<file path="config.mk">
export PLATFORM = sky130hd
export DESIGN_NAME = fast_bram_ctrl
export DESIGN_NICKNAME = d
export VERILOG_FILES = /design/src/rtl/fast_bram_ctrl_pkg.sv /design/src/rtl/fast_bram_resp_fifo.sv /design/src/rtl/fast_bram_ctrl.sv
export SDC_FILE = /design/constraint.sdc
export NUM_CORES = 1
export LEC_CHECK = 0
export CORE_MARGIN = 2
export CORE_UTILIZATION = 55
export DETAILED_ROUTE_END_ITERATION = 16
export DONT_BUFFER_PORTS = 1
export PLACE_DENSITY = 0.75
export SLEW_MARGIN = 25
export SYNTH_ARGS = -nofsm -noshare
export SYNTH_HDL_FRONTEND = slang
export SYNTH_SLANG_ARGS = --single-unit
export TNS_END_PERCENT = 1
</file>
<file path="constraint.sdc">
create_clock -name CLK -period 3.6 [get_ports CLK]
set_input_delay 0 -clock CLK [delete_from_list [all_inputs] [get_ports CLK]]
set_output_delay 0 -clock CLK [all_outputs]
set_load 0.1 [all_outputs]
</file>
<file path="src/rtl/fast_bram_ctrl_pkg.sv">
// Shared defaults, operation encoding and helpers for the FAST_BRAM request/response controller.
// Statistics counters exist only when FAST_BRAM_CTRL_STATS_EN is defined.
package fast_bram_ctrl_pkg;

    localparam int DEFAULT_DATA_WIDTH = 36;
    localparam int DEFAULT_ADDR_WIDTH = 9;
    localparam int DEFAULT_RESP_DEPTH = 2;
    localparam int STAT_WIDTH         = 32;

    typedef enum logic [1:0] {
        OP_NONE  = 2'd0,
        OP_READ  = 2'd1,
        OP_WRITE = 2'd2
    } bram_op_e;

    // Classifies the request handshake of the current cycle.
    function automatic bram_op_e decode_op(
        input logic valid,
        input logic ready,
        input logic write
    );
        bram_op_e op;
        op = OP_NONE;
        if (valid && ready) begin
            op = write ? OP_WRITE : OP_READ;
        end
        return op;
    endfunction

endpackage

</file>
<file path="src/rtl/fast_bram_resp_fifo.sv">
// Small response FIFO with modulo-DEPTH pointers and an occupancy count
// that distinguishes full from empty. The head entry is presented combinationally.
module fast_bram_resp_fifo
    import fast_bram_ctrl_pkg::*;
#(
    parameter  int DATA_WIDTH = DEFAULT_DATA_WIDTH,
    parameter  int DEPTH      = DEFAULT_RESP_DEPTH,
    localparam int PTR_W      = (DEPTH > 1) ? $clog2(DEPTH) : 1,
    localparam int CNT_W      = $clog2(DEPTH + 1)
) (
    input  logic                  CLK,
    input  logic                  RST_N,
    input  logic                  push,
    input  logic [DATA_WIDTH-1:0] push_data,
    input  logic                  pop,
    output logic [DATA_WIDTH-1:0] pop_data,
    output logic                  empty,
    output logic                  full,
    output logic [CNT_W-1:0]      count
);

    logic [DATA_WIDTH-1:0] mem [DEPTH];
    logic [PTR_W-1:0]      wr_ptr_q, wr_ptr_d;
    logic [PTR_W-1:0]      rd_ptr_q, rd_ptr_d;
    logic [CNT_W-1:0]      count_q, count_d;
    logic                  push_ok;
    logic                  pop_ok;

    assign empty    = (count_q == '0);
    assign full     = (count_q == CNT_W'(DEPTH));
    assign count    = count_q;
    assign pop_data = mem[rd_ptr_q];

    assign pop_ok  = pop && !empty;
    assign push_ok = push && (!full || pop_ok);

    always_comb begin
        wr_ptr_d = wr_ptr_q;
        rd_ptr_d = rd_ptr_q;
        count_d  = count_q;
        if (push_ok) begin
            wr_ptr_d = (wr_ptr_q == PTR_W'(DEPTH - 1)) ? '0 : wr_ptr_q + PTR_W'(1);
        end
        if (pop_ok) begin
            rd_ptr_d = (rd_ptr_q == PTR_W'(DEPTH - 1)) ? '0 : rd_ptr_q + PTR_W'(1);
        end
        if (push_ok && !pop_ok) begin
            count_d = count_q + CNT_W'(1);
        end else if (pop_ok && !push_ok) begin
            count_d = count_q - CNT_W'(1);
        end
    end

    always_ff @(posedge CLK or negedge RST_N) begin
        if (!RST_N) begin
            wr_ptr_q <= '0;
            rd_ptr_q <= '0;
            count_q  <= '0;
        end else begin
            wr_ptr_q <= wr_ptr_d;
            rd_ptr_q <= rd_ptr_d;
            count_q  <= count_d;
        end
    end

    // Storage carries no reset: a cleared count makes any leftover entries unreachable.
    always_ff @(posedge CLK) begin
        if (push_ok) begin
            mem[wr_ptr_q] <= push_data;
        end
    end

endmodule

</file>
<file path="src/rtl/fast_bram_ctrl.sv">
// Credit-based request/response front end for one FAST_BRAM port (read latency 2).
// Define FAST_BRAM_CTRL_STATS_EN to add accepted read/write counters.
module fast_bram_ctrl
    import fast_bram_ctrl_pkg::*;
#(
    parameter int DATA_WIDTH = DEFAULT_DATA_WIDTH,
    parameter int ADDR_WIDTH = DEFAULT_ADDR_WIDTH,
    parameter int RESP_DEPTH = DEFAULT_RESP_DEPTH
) (
    input  logic                  CLK,
    input  logic                  RST_N,
    input  logic                  req_valid,
    output logic                  req_ready,
    input  logic                  req_write,
    input  logic [ADDR_WIDTH-1:0] req_addr,
    input  logic [DATA_WIDTH-1:0] req_data,
    output logic                  resp_valid,
    input  logic                  resp_ready,
    output logic [DATA_WIDTH-1:0] resp_data,
    output logic                  bram_re,
    output logic                  bram_we,
    output logic [ADDR_WIDTH-1:0] bram_rd_addr,
    output logic [ADDR_WIDTH-1:0] bram_wr_addr,
    output logic [DATA_WIDTH-1:0] bram_di,
    input  logic [DATA_WIDTH-1:0] bram_do
`ifdef FAST_BRAM_CTRL_STATS_EN
    ,
    output logic [STAT_WIDTH-1:0] stat_rd_count,
    output logic [STAT_WIDTH-1:0] stat_wr_count
`endif
);

    localparam int CRED_W = $clog2(RESP_DEPTH + 1);

    logic [CRED_W-1:0]     credit_q, credit_d;
    logic                  inflight_q, inflight_d;
    bram_op_e              op;
    logic                  rd_acc;
    logic                  wr_acc;
    logic                  pop;
    logic                  push;
    logic                  fifo_empty;
    logic                  fifo_full;
    logic [CRED_W-1:0]     fifo_count;
    logic [DATA_WIDTH-1:0] fifo_head;
    logic                  unused_fifo_count;

    // Gating with RST_N keeps the port closed while reset is held, even though credit sits at its full value.
    assign req_ready = RST_N && (credit_q != '0);

    always_comb begin
        op = decode_op(req_valid, req_ready, req_write);
    end

    assign rd_acc = (op == OP_READ);
    assign wr_acc = (op == OP_WRITE);

    assign bram_re      = rd_acc;
    assign bram_we      = wr_acc;
    assign bram_rd_addr = req_addr;
    assign bram_wr_addr = req_addr;
    assign bram_di      = req_data;

    assign resp_valid = !fifo_empty;
    assign resp_data  = fifo_head;
    assign pop        = resp_valid && resp_ready;

    // Credit already reserved the slot; the full term only matters if that invariant were broken.
    assign push = inflight_q && (!fifo_full || pop);

    assign unused_fifo_count = ^fifo_count;

    always_comb begin
        credit_d   = credit_q;
        inflight_d = rd_acc;
        if (rd_acc && !pop) begin
            credit_d = credit_q - CRED_W'(1);
        end else if (pop && !rd_acc) begin
            credit_d = credit_q + CRED_W'(1);
        end
    end

    always_ff @(posedge CLK or negedge RST_N) begin
        if (!RST_N) begin
            credit_q   <= CRED_W'(RESP_DEPTH);
            inflight_q <= 1'b0;
        end else begin
            credit_q   <= credit_d;
            inflight_q <= inflight_d;
        end
    end

    fast_bram_resp_fifo #(
        .DATA_WIDTH (DATA_WIDTH),
        .DEPTH      (RESP_DEPTH)
    ) u_resp_fifo (
        .CLK       (CLK),
        .RST_N     (RST_N),
        .push      (push),
        .push_data (bram_do),
        .pop       (pop),
        .pop_data  (fifo_head),
        .empty     (fifo_empty),
        .full      (fifo_full),
        .count     (fifo_count)
    );

`ifdef FAST_BRAM_CTRL_STATS_EN
    logic [STAT_WIDTH-1:0] rd_count_q, rd_count_d;
    logic [STAT_WIDTH-1:0] wr_count_q, wr_count_d;

    always_comb begin
        rd_count_d = rd_count_q;
        wr_count_d = wr_count_q;
        if (rd_acc) begin
            rd_count_d = rd_count_q + STAT_WIDTH'(1);
        end
        if (wr_acc) begin
            wr_count_d = wr_count_q + STAT_WIDTH'(1);
        end
    end

    always_ff @(posedge CLK or negedge RST_N) begin
        if (!RST_N) begin
            rd_count_q <= '0;
            wr_count_q <= '0;
        end else begin
            rd_count_q <= rd_count_d;
            wr_count_q <= wr_count_d;
        end
    end

    assign stat_rd_count = rd_count_q;
    assign stat_wr_count = wr_count_q;
`endif

endmodule

</file>
## Yosys cells after proc, flatten, opt, wreduce, memory -nomap -nowiden

Memories as Yosys holds them, arrays and structs flattened.
Index checks and enable logic that the tools add are counted.

| storage, ports and cells | value |
|---|---|
| flip-flop bits (word level) | 7 |
| bits in latches | 0 |
| bits in writable memories | 72 |
| memory bits (read-only) | 0 |
| bits of input ports | 86 |
| memories | 1 |

Memory list:

| memory | depth | bits a word | rd ports | clocked after memory_dff | write ports | line | RTL |
|---|---|---|---|---|---|---|---|
| u_resp_fifo.mem | 2 | 36 | 1 | 0 | 1 | fast_bram_resp_fifo.sv:22 | `logic [DATA_WIDTH-1:0] mem [DEPTH];` |

| operators by class | value |
|---|---|
| $add $sub $neg | 6 |
| multipliers | 0 |
| divide/modulo/power cells | 0 |
| magnitude comparators | 0 |
| equality and inequality tests | 3 |
| shifts and indexed selects | 0 |
| muxes and demuxes | 10 |
| bitwise logic cells | 0 |
| reduce and logical (&&, ||, !) cells | 22 |

Operator list:

| kind | count |
|---|---|
| $mux 2 | 6 |
| $logic_and 1x1->1 | 10 |
| $logic_not 1->1 | 6 |
| $reduce_bool 2->1 | 3 |
| $add 2x1->2 const B | 2 |
| $eq 2x2->1 const B | 2 |
| $mux 1 | 4 |
| $sub 2x1->2 const B | 2 |
| $add 1x1->1 const B | 2 |
| $eq 2x1->1 const B | 1 |
| $logic_not 2->1 | 1 |
| $logic_or 1x1->1 | 2 |

## Logic depth before layout (Yosys ltp)

| logic depth | value |
|---|---|
| word-level depth | 10 |
| gate-level depth with buffers | 7 |
| depth with buffers taken out | 7 |

## Modules after synthesis

From an unflattened synthesis, not the netlist that was laid out.

| second synthesis, totals | value |
|---|---|
| cell total of the unflattened synthesis | 203 |
| area, all modules | 3542.1 µm² |

Modules (own cells, without submodules):

| module | instances | cells each | area an instance (µm²) | seq. area each (µm²) |
|---|---|---|---|---|
| fast_bram_resp_fifo | 1 | 132 | 2972.9 | 2262.2 |
| fast_bram_ctrl | 1 | 71 | 569.3 | 76.3 |

## Least setup slack after synthesis

Ideal clock, no wire load.

| timing path | value |
|---|---|
| path type | register -> register |
| start | reg credit_q[1] |
| end | reg credit_q[1] |
| library setup time | 75 ps |
| data arrival time | 2672 ps |
| slack | 853 ps |
| cell stages (with the launch flop) | 6 |
| cell sequence | dfstp_2 > o211ai_1 > nor2_1 > ha_1 > nor2_1 > xor2_1 |

| between the ends | value |
|---|---|
| cells in the longest elaborated chain, start to end | 8 |

Ends and longest elaborated chain:

| what | line | RTL |
|---|---|---|
| from (decl) | fast_bram_ctrl.sv:35 | `logic [CRED_W-1:0] credit_q, credit_d;` |
| from (signal assigned) | fast_bram_ctrl.sv:85 | `credit_q <= CRED_W'(RESP_DEPTH);` |
| from (signal assigned) | fast_bram_ctrl.sv:88 | `credit_q <= credit_d;` |
| $reduce_bool 2->1 * | fast_bram_ctrl.sv:49 | `assign req_ready = RST_N && (credit_q != '0);` |
| $logic_and 1x1->1 * | fast_bram_ctrl.sv:49 |  |
| $logic_and 1x1->1 * | fast_bram_ctrl_pkg.sv:24 | `if (valid && ready) begin` |
| $mux 2 * | fast_bram_ctrl_pkg.sv:24 |  |
| $eq 2x1->1 * | fast_bram_ctrl.sv:55 | `assign rd_acc = (op == OP_READ);` |
| net bram_re | fast_bram_ctrl.sv:20 | `output logic bram_re,` |
| $logic_not 1->1 | fast_bram_ctrl.sv:78 | `end else if (pop && !rd_acc) begin` |
| $logic_and 1x1->1 | fast_bram_ctrl.sv:78 |  |
| $reduce_bool 2->1 (no source line) | -- |  |

The timed path passes the listed nets; every way through them passes the cells marked *. The select of a mux whose other input is x is not followed.
A chain may end at the register's enable or synchronous reset.

## Worst setup path after layout

| timing path | value |
|---|---|
| start | reg credit_q[1] |
| end | out bram_we |

| between the ends | value |
|---|---|
| cells in the longest elaborated chain, start to end | 5 |

Ends and longest elaborated chain:

| what | line | RTL |
|---|---|---|
| $reduce_bool 2->1 | fast_bram_ctrl.sv:49 |  |
| $logic_and 1x1->1 | fast_bram_ctrl.sv:49 |  |
| $logic_and 1x1->1 | fast_bram_ctrl_pkg.sv:24 |  |
| $mux 2 | fast_bram_ctrl_pkg.sv:24 |  |
| $eq 2x2->1 | fast_bram_ctrl.sv:56 | `assign wr_acc = (op == OP_WRITE);` |
| to (decl) | fast_bram_ctrl.sv:21 | `output logic bram_we,` |

No other way between the ends.

==> results.md <==
- Predominant post-synthesis flop cell: edfxtp_1
- Final setup margin: 1740 ps
- Biggest area consumer among synthesized cells: edfxtp_1
- FF/Latch Area: 2340 sq um
- Synth async-reset ratio: about 9%
- Worst r2r src: credit_q[1]
- Post-DRT Antenna Nets: 0
- CTS tree: built
- Pint: 1.76 mW
- Hold Path Sink: bram_di[14]
- Post-Place Cells: 216
- Post-synthesis net count: roughly 290
- Buf/Inv on CP: 0
- Combinational Power Share: approximately 45%
- Worst-Margin Slew: approximately 1100 ps
- Area delta synth->final: 7.58%
- Fmax achieved: 0.538 GHz
- Net switching power: 1.61 mW
- Io pins: 180
- Die height: 83.6 microns
- Vias in the first global route: 1546
- Top-area cell type share of the netlist area: between 60% and 70%
- Worst vdd ir: around 0.53 mV
- First-pass GRT wire length: 8190 microns
- Area of the multi-input gates: between 600 and 700 sq um
- Delay-heaviest family, CP: simple AND/OR/NAND/NOR gates
- Most numerous cell in the Yosys netlist: edfxtp_1
- Diodes inserted: 0
- Total congestion overflow: 0
- GRT Overall Usage: 16.0%
- Clock Tree Buf Depth: 2
- Setup TNS: 0 ps
- Max cap viols: 0
- Final min period: 1860 ps
- CORE AREA: 6030 sq um
- Reg power frac: 37.4%
- Synth Cell Area: 3480 sq um
- # clock sinks: 79
- Tot Pwr: around 3.4 mW
- Pre-CTS WS: about 1800 ps
- Hold Crit Class: in2out
- GP Congestion: 0.717
- Clock share of power: 17.8%
- Status: finished, final reports clean
- IO Port Bufs: 0
- Layout Cells excl Fill: 272
- Worst path max stage delay: 830 ps
- Hpwl dp: 3650 microns
- Largest net degree at the start of global routing: 38
- 1st-iter DRT viols: between 100 and 150
- WP data arrival: 1860 ps
- Register bit total from synthesis: 79
- Worst reg2reg setup slack: 1790 ps
- Hold Vio Cnt, Final: 0
- Final wirelength: 5480 microns
- Die width: 83.6 microns
- Ys Warns: 0
- CTS H-Tree Depth: 3
- Worst-path clk slew: approximately 70 ps
- Post-synthesis cell type count: 19
- Die area: approximately 7000 sq um
- Vias per cell: roughly 5.3
- Leak: about 1.4 nW
- Worst Hold Launch: req_data[14]
- Final Setup Violations: 0
- Critical R2R Capture: credit_q[1]
- Synth top cells by count: edfxtp_1, buf_4, mux2_4
- CTS Buf Count: 9
- Fillers: 437
- Final Max Slew Viols: 0
- WL/cell: between 20 and 25 microns
- RSZ-0062 raised after global routing: false
- CTS root buffer: clkbuf_8
- Net Sw Frac: 47.7%
- Area contributors post-synth: edfxtp_1, mux2_4, buf_4
- Worst setup EP type: primary output
- Clk_lat worst skew: 330 ps
- DR vias: 1455
- Clock Skews: 6.37 ps
- Slowest CP cell: nor2_2
- Critical Path RT: 3600 ps
- Seq/Total Area, Yosys: 67.1%
- Startpoint Class: flip-flop
- Fin crit share: 51.6%
- Power density over cell area: 898 nW/um^2
- Initial Util: 57.8%
- Number of nets in the layout: 280
- Mapped Cells: 197
- Critical-path maximum fanout: 3
- Mapped Avg Cell Area: between 15 and 20 sq um
- CP Class: reg2out
- Post-synth EDFFs: 72
- Worst slew margin: 29.7%
- Cell depth of the worst hold path: 0
- Proportion of layout cells with a drive suffix above 1: ~31%
- # rows: 28
- Detailed Routing Iterations Pass 1: 4
- Postcts setup bufs: 0
- R2R depth: 6
- Critical path, cell by cell: o211ai_1 -> nor2_2
- # DRC: 0
- Initial antenna violation count: 0
-- state kept, by name, summed over array words and instances, names as in the netlist --
register              count
u_resp_fifo.rd_ptr_q      1
inflight_q                1
u_resp_fifo.mem          72
credit_q                  2
u_resp_fifo.wr_ptr_q      1
u_resp_fifo.count         2
-- repair_timing --
item                      CTS  global route
hold buffers               40             0
resized for setup           0             0
hold endpoints to repair   82             0
-- cells by family after synthesis --
| family | Yosys count | share of synthesized area [%] |
|---|---|---|
| and+or+nand+nor | 8 | 1.08 |
| xor gates and xnor gates | 8 | 2.01 |
| DFF | 79 | 67.1 |
| AOI/OAI and AO/OA | 3 | 1.04 |
| adders and majority gates | 2 | 0.718 |
| buffers and inverters | 61 | 13.3 |
| muxes | 36 | 14.8 |
-- worst max-delay path by stage --
| stage | from | to | cells after the start |
|---|---|---|---|
| global placement | u_resp_fifo.rd_ptr_q | resp_data[4] | 1 |
| CTS | u_resp_fifo.rd_ptr_q | resp_data[4] | 1 |
| finish | credit_q[1] | bram_we | 2 |
| global route | u_resp_fifo.rd_ptr_q | resp_data[4] | 1 |
| detailed placement | credit_q[1] | credit_q[1] | 6 |
| floorplan | credit_q[1] | credit_q[1] | 5 |
-- final cells by class --
type / count / area share (%)
clock buffers: 9 / 3.31
clock inverters: 7 / 1.70
inverters: 3 / 0.301
multi-input cells: 57 / 18.6
flip-flops and latches: 79 / 62.5
well taps: 75 / 2.50
repair buffers: 42 / 11.1
-- through the flow --
stage | instance area, sq um | util (%) | hold slack [ps]
2_1_floorplan | 3480 | - | -296
3_3_place_gp | 3160 | 52.4 | -295
3_5_place_dp | 3160 | 52.4 | -295
6_report | 3750 | 62.2 | 0.0439
5_1_grt | 3750 | 62.2 | 0.143
4_1_cts | 3740 | 62.1 | 0.681
-- power by group through the flow --
| stage | combinational (mW) | sequential (mW) | clock (mW) |
|---|---|---|---|
| detailed placement | 1.48 | 1.28 | 0 |
| finish | 1.51 | 1.26 | 0.598 |
| global placement | 1.47 | 1.27 | 0 |
| floorplan | 1.82 | 1.16 | 0 |
| global route | 1.54 | 1.28 | 0.655 |
| CTS | 1.52 | 1.26 | 0.610 |
-- per-layer routing --
| layer | part of all wire (%) | global-route usage (%) |
|---|---|---|
| met1 | 32 | 14.4 |
| met2 | 50 | 26.3 |
| met3 | 11 | 8.41 |
| met4 | 6.9 | 12.6 |
| met5 | 0 | 0 |
-- layout by cell type (no fill, tap or decap), types with 5 or more instances in the layout --
master,count
edfxtp_1,72
mux2_4,29
mux2_2,7
xnor2_1,6
clkbuf_8,9
dlygate4sd3_1,40
dfrtp_1,5
-- worst register-to-register path: stages, from the launching register on --
cell and delay, ps:
dfstp_2 560, o211ai_1 140, nor2_2 110, buf_4 310
ha_1 320, nor2_1 150, xor2_1 160
Power figures use the tool's default switching activity.
